--- src/rtl/reg_bank_sb.sv ---
// Register bank with per-register pending (scoreboard) bits, two registered read ports and a PC.
// Reads of a pending register stall until the clearing write, which is forwarded on that same edge.
module reg_bank_sb #(
  parameter int              DATA_W   = 32,
  parameter int              ADDR_W   = 4,
  parameter int              PC_IDX   = 15,
  parameter logic [DATA_W-1:0] RESET_PC = '0
) (
  input  logic                   trigger,
  input  logic                   rst_n,
  input  logic                   wr_en,
  input  logic [ADDR_W-1:0]      wr_addr,
  input  logic [DATA_W-1:0]      wr_data,
  input  logic                   lock_en,
  input  logic [ADDR_W-1:0]      lock_addr,
  input  logic                   ra_req,
  input  logic [ADDR_W-1:0]      ra_addr,
  output logic [DATA_W-1:0]      ra_data,
  output logic                   ra_ack,
  input  logic                   rb_req,
  input  logic [ADDR_W-1:0]      rb_addr,
  output logic [DATA_W-1:0]      rb_data,
  output logic                   rb_ack,
  input  logic                   pc_inc,
  output logic [DATA_W-1:0]      pc_out,
  output logic [2**ADDR_W-1:0]   pend
);

  localparam int                NREGS = 2**ADDR_W;
  localparam logic [ADDR_W-1:0] PC_A  = ADDR_W'(PC_IDX);

  logic [DATA_W-1:0] regs_q [NREGS];
  logic [DATA_W-1:0] regs_d [NREGS];
  logic [NREGS-1:0]  pend_q, pend_d;
  logic [DATA_W-1:0] ra_data_q, ra_data_d, rb_data_q, rb_data_d;
  logic              ra_ack_q, ra_ack_d, rb_ack_q, rb_ack_d;
  logic              ra_hit, rb_hit;

  assign ra_hit = wr_en && (wr_addr == ra_addr);
  assign rb_hit = wr_en && (wr_addr == rb_addr);

  always_comb begin
    regs_d = regs_q;
    pend_d = pend_q;
    if (wr_en) begin
      regs_d[wr_addr] = wr_data;
      pend_d[wr_addr] = 1'b0;
    end
    // Lock is applied after the write so a same-index lock keeps the register pending.
    if (lock_en) begin
      pend_d[lock_addr] = 1'b1;
    end
    if (!(wr_en && (wr_addr == PC_A)) && pc_inc) begin
      regs_d[PC_IDX] = regs_q[PC_IDX] + DATA_W'(4);
    end
  end

  always_comb begin
    ra_ack_d  = 1'b0;
    ra_data_d = ra_data_q;
    rb_ack_d  = 1'b0;
    rb_data_d = rb_data_q;
    if (ra_req && (!pend_q[ra_addr] || ra_hit)) begin
      ra_ack_d  = 1'b1;
      ra_data_d = ra_hit ? wr_data : regs_q[ra_addr];
    end
    if (rb_req && (!pend_q[rb_addr] || rb_hit)) begin
      rb_ack_d  = 1'b1;
      rb_data_d = rb_hit ? wr_data : regs_q[rb_addr];
    end
  end

  always_ff @(posedge trigger) begin
    if (!rst_n) begin
      for (int i = 0; i < NREGS; i++) begin
        regs_q[i] <= (i == PC_IDX) ? RESET_PC : '0;
      end
      pend_q    <= '0;
      ra_data_q <= '0;
      ra_ack_q  <= 1'b0;
      rb_data_q <= '0;
      rb_ack_q  <= 1'b0;
    end else begin
      regs_q    <= regs_d;
      pend_q    <= pend_d;
      ra_data_q <= ra_data_d;
      ra_ack_q  <= ra_ack_d;
      rb_data_q <= rb_data_d;
      rb_ack_q  <= rb_ack_d;
    end
  end

  assign ra_data = ra_data_q;
  assign ra_ack  = ra_ack_q;
  assign rb_data = rb_data_q;
  assign rb_ack  = rb_ack_q;
  assign pc_out  = regs_q[PC_IDX];
  assign pend    = pend_q;

endmodule

--- config.mk ---
export PLATFORM = sky130hd
export DESIGN_NAME = reg_bank_sb
export DESIGN_NICKNAME = d
export VERILOG_FILES = /design/src/rtl/reg_bank_sb.sv
export SDC_FILE = /design/constraint.sdc
export NUM_CORES = 2
export LEC_CHECK = 0
export CORE_MARGIN = 2
export CORE_UTILIZATION = 55
export DETAILED_ROUTE_END_ITERATION = 7
export PLACE_DENSITY_LB_ADDON = 0.12
export SYNTH_ARGS = -nofsm -noshare
export SYNTH_HDL_FRONTEND = slang
export SYNTH_SLANG_ARGS = --single-unit
--- constraint.sdc ---
create_clock -name trigger -period 2.35 [get_ports trigger]
set_input_delay 0.47 -clock trigger [delete_from_list [all_inputs] [get_ports trigger]]
set_output_delay 0.47 -clock trigger [all_outputs]
set_load 0.02 [all_outputs]
==> metrics.yaml <==
die:
  start_util_pct: 55.9
  core.rowCount: 85
  die_h_um: 238
  num_io_pins: 169
  die-area_sq_um: 56800
  core_sq_um: 54000
  chipWidth_um: 238
clock_tree:
  cts_hold_repair.buffers: 0
  clock_sinks: 594
  cts_tree: "yes"
  cts-root-buf: "clkbuf_16"
  cts.htree.levels: 3
  clkTransAtPathRegs_ns: 0.06
  cts_resized: 0
  cts.path.max_buffers: 3
  insertion_delay_ns: 0.62
  cts_buffers: 67
  cts_setup_buffers: 0
power:
  p_seq_share_pct: 42.6
  switching_share_pct: 26.9
  p_clk_share_pct: 43.9
  intPower_uw: 18000
  ir_drop_v: 0.000542
  combPwrFrac_pct: 13.6
  p_leak_uw: 0.0134
  p_switching_uw: 6630
  pwr_density_cell_nw_per_um2: 652
final_layout:
  final_util_pct: 69.9
  stdcell_area_sq_um: 37800
  syn2layout_area_growth_pct: 25.1
  drive_above_1_share_pct: 18.3
  finalNetCount: 3864
drt:
  drt-vias-per-instance: 6.74
  wl_met1_mm: 47.4
  final_antenna_net_count: 0
  routed_wl_mm: 127
  top_layer_used: "met5"
  avgRoutedWirePerCell_um: 27.8
  wl_met2_mm: 53.5
  routed-wl-met3_mm: 19.1
  vias: 30700
  drt_iter0_drc: 4581
  drc: 15
  first_pass_iters: 8
run_status:
  failed_checks: "DRC"
  status: "finished with violations"
global_routing:
  grt_start_max_net_pins: 126
  grt_pass1_vias: 29200
  grt_pass1_wl_mm: 185
  antenna_found_initial: 8
  globalRouteTotalUtil_pct: 43.8
  overflow: 0
worst_setup_path:
  cp-start-kind: "flip-flop"
  crit_cells: 1
  critPathTopFamily: "buffers and inverters"
  worstSetupStartpoint: "rb_data[17]$_SDFFE_PN0P_"
  slowest_delay_ns: 0.69
  critPathKind: "flip-flop to output port"
  crit_end: "rb_data[17]"
  required_ns: 1.88
  critPathCaptureType: "output port"
  arrival_ns: 1.87
  path_buf_inv: 1
  crit_path_top_delay_cell: "clkdlybuf4s50_1"
  cp_max_fo: 2
  r2r_slack_ns: 0.10
  critical_path.cell_chain: "clkdlybuf4s50_1"
  rr_worst_depth: 7
  r2r-end: "ra_data[17]$_SDFFE_PN0P_"
  reg2reg_from: "pend[1]$_SDFF_PN0_"
sta:
  hold_violations: 0
  finalClockSkew_ns: 0.0244
  tightestPinTransition_ns: 0.805
  layout_setup_ws_ns: 0.00767
  finalSetupViolations: 0
  fin_tns_setup_ns: 0
  rsz0062_at_grt: "false"
  fin_crit_ns: 2.34
  max_slew_margin_pct: 46.2
  fmax_mhz: 427
  drv_slew: 0
  finalCritPeriodShare_pct: 99.7
synth:
  synth_nets: 3601
  async_reset_ff_share_pct: 0
  synth_top_area_cell: "dfxtp_1"
  synth.top_cell.area_share_pct: 39.4
  seq_area_frac_synth_pct: 39.4
  ys_ff_latch: 594
  synth-simple-area-share_pct: 16.7
  synth.most_common_cell: "nand2_1"
  syn_inst: 3545
  synthFlopType: "dfxtp_1"
  netlist_top_cells_count: "992 x nand2_1, 594 x dfxtp_1, 541 x a21oi_1"
  synth_area_sq_um: 30200
  synth_compound_area_share_pct: 17.9
  synth_top_family_by_area: "multiplexers"
  syn_area_per_cell_sq_um: 8.51
  synthAdderAreaFrac_pct: 0.0415
  synth_mux_area_share_pct: 18.9
  yosys_warnings: 0
  yosysUniqueCellTypes: 40
  synth.area.top_cells: "dfxtp_1 39%, nand2_1 12%, mux4_2 9.8%"
  synth-edff-count: 0
  yosys.area_share.xor_xnor_pct: 1.07
placement:
  gp_congestion: 0.985
  placed_area_sq_um: 35500
  io_buffer_count: 168
  place_ws_ns: -0.255
  dp_hpwl_mm: 86.2
hold_path:
  hold_depth: 2
  hp-class: "flip-flop to flip-flop"
run:
  drv_cap: 0
[per-layer routing]
metal	GRT usage [%]	vias to the layer above
met5	0	-
met4	20.8	4
met3	14.1	493
met2	64.3	2301
met1	58.4	14800
li1	-	13100
[state kept, by name (all words and copies together) (netlist names)]
register	count
pc_out	32
pend	16
ra_ack	1
ra_data	32
rb_ack	1
rb_data	32
regs_q	480
[cell usage in the layout (no fill, tap or decap), types with 10 or more instances in the layout]
cell type	n
nand2_1	992
dfxtp_1	593
a21oi_1	541
buf_4	337
mux2i_1	273
clkdlybuf4s50_1	160
mux4_2	132
a221oi_1	128
buf_12	93
clkbuf_16	69
a221o_1	64
nor3_1	46
nor4_1	44
o21ai_0	44
a22oi_1	41
a211oi_1	38
nand2b_1	37
nor2_1	33
xnor2_1	30
clkbuf_1	17
nand3_1	15
clkbuf_8	12
nor2_4	10
[logic make-up after synthesis]
kind of cell / Yosys count
DFF: 594
buffers and inverters: 411
adders and majority gates: 1
and+or+nand+nor: 1228
xor gates and xnor gates: 37
AOI/OAI and AO/OA: 869
muxes: 405
[worst min path at each step]
stage	from	end	slack, ns
finish	regs_q[61]$_SDFFE_PN0P_	regs_q[61]$_SDFFE_PN0P_	0.47
floorplan	regs_q[161]$_SDFFE_PN0P_	regs_q[161]$_SDFFE_PN0P_	0.44
global route	regs_q[40]$_SDFFE_PN0P_	regs_q[40]$_SDFFE_PN0P_	0.48
detailed placement	regs_q[61]$_SDFFE_PN0P_	regs_q[61]$_SDFFE_PN0P_	0.46
global placement	regs_q[237]$_SDFFE_PN0P_	regs_q[237]$_SDFFE_PN0P_	0.45
CTS	regs_q[61]$_SDFFE_PN0P_	regs_q[61]$_SDFFE_PN0P_	0.46
[stage by stage]
step	total power [uW]	std cells	hold slack, ns
2_1_floorplan	12200	3545	0.443
3_3_place_gp	13800	4435	0.449
3_5_place_dp	13900	4435	0.457
4_1_cts	24500	4555	0.464
5_1_grt	25100	4555	0.480
6_report	24600	4557	0.467
[power by group through the flow]
stage	combinational [uW]	clock (uW)	sequential (uW)
finish	3340	10800	10500
global placement	3170	0	10700
global route	3430	11200	10500
CTS	3220	10800	10500
detailed placement	3200	0	10700
floorplan	1550	0	10700
[area by class of cell]
class / instances / area [sq um]
Sequential cell: 594 / 11900
Tap cell: 696 / 871
Fill cell: 4241 / 16300
Clock inverter: 22 / 278
Clock buffer: 98 / 1960
Multi-Input combinational cell: 2540 / 16700
Timing Repair Buffer: 596 / 6040
Antenna cell: 2 / 5.00
Inverter: 9 / 41.3
Power figures use the tool's default switching activity.
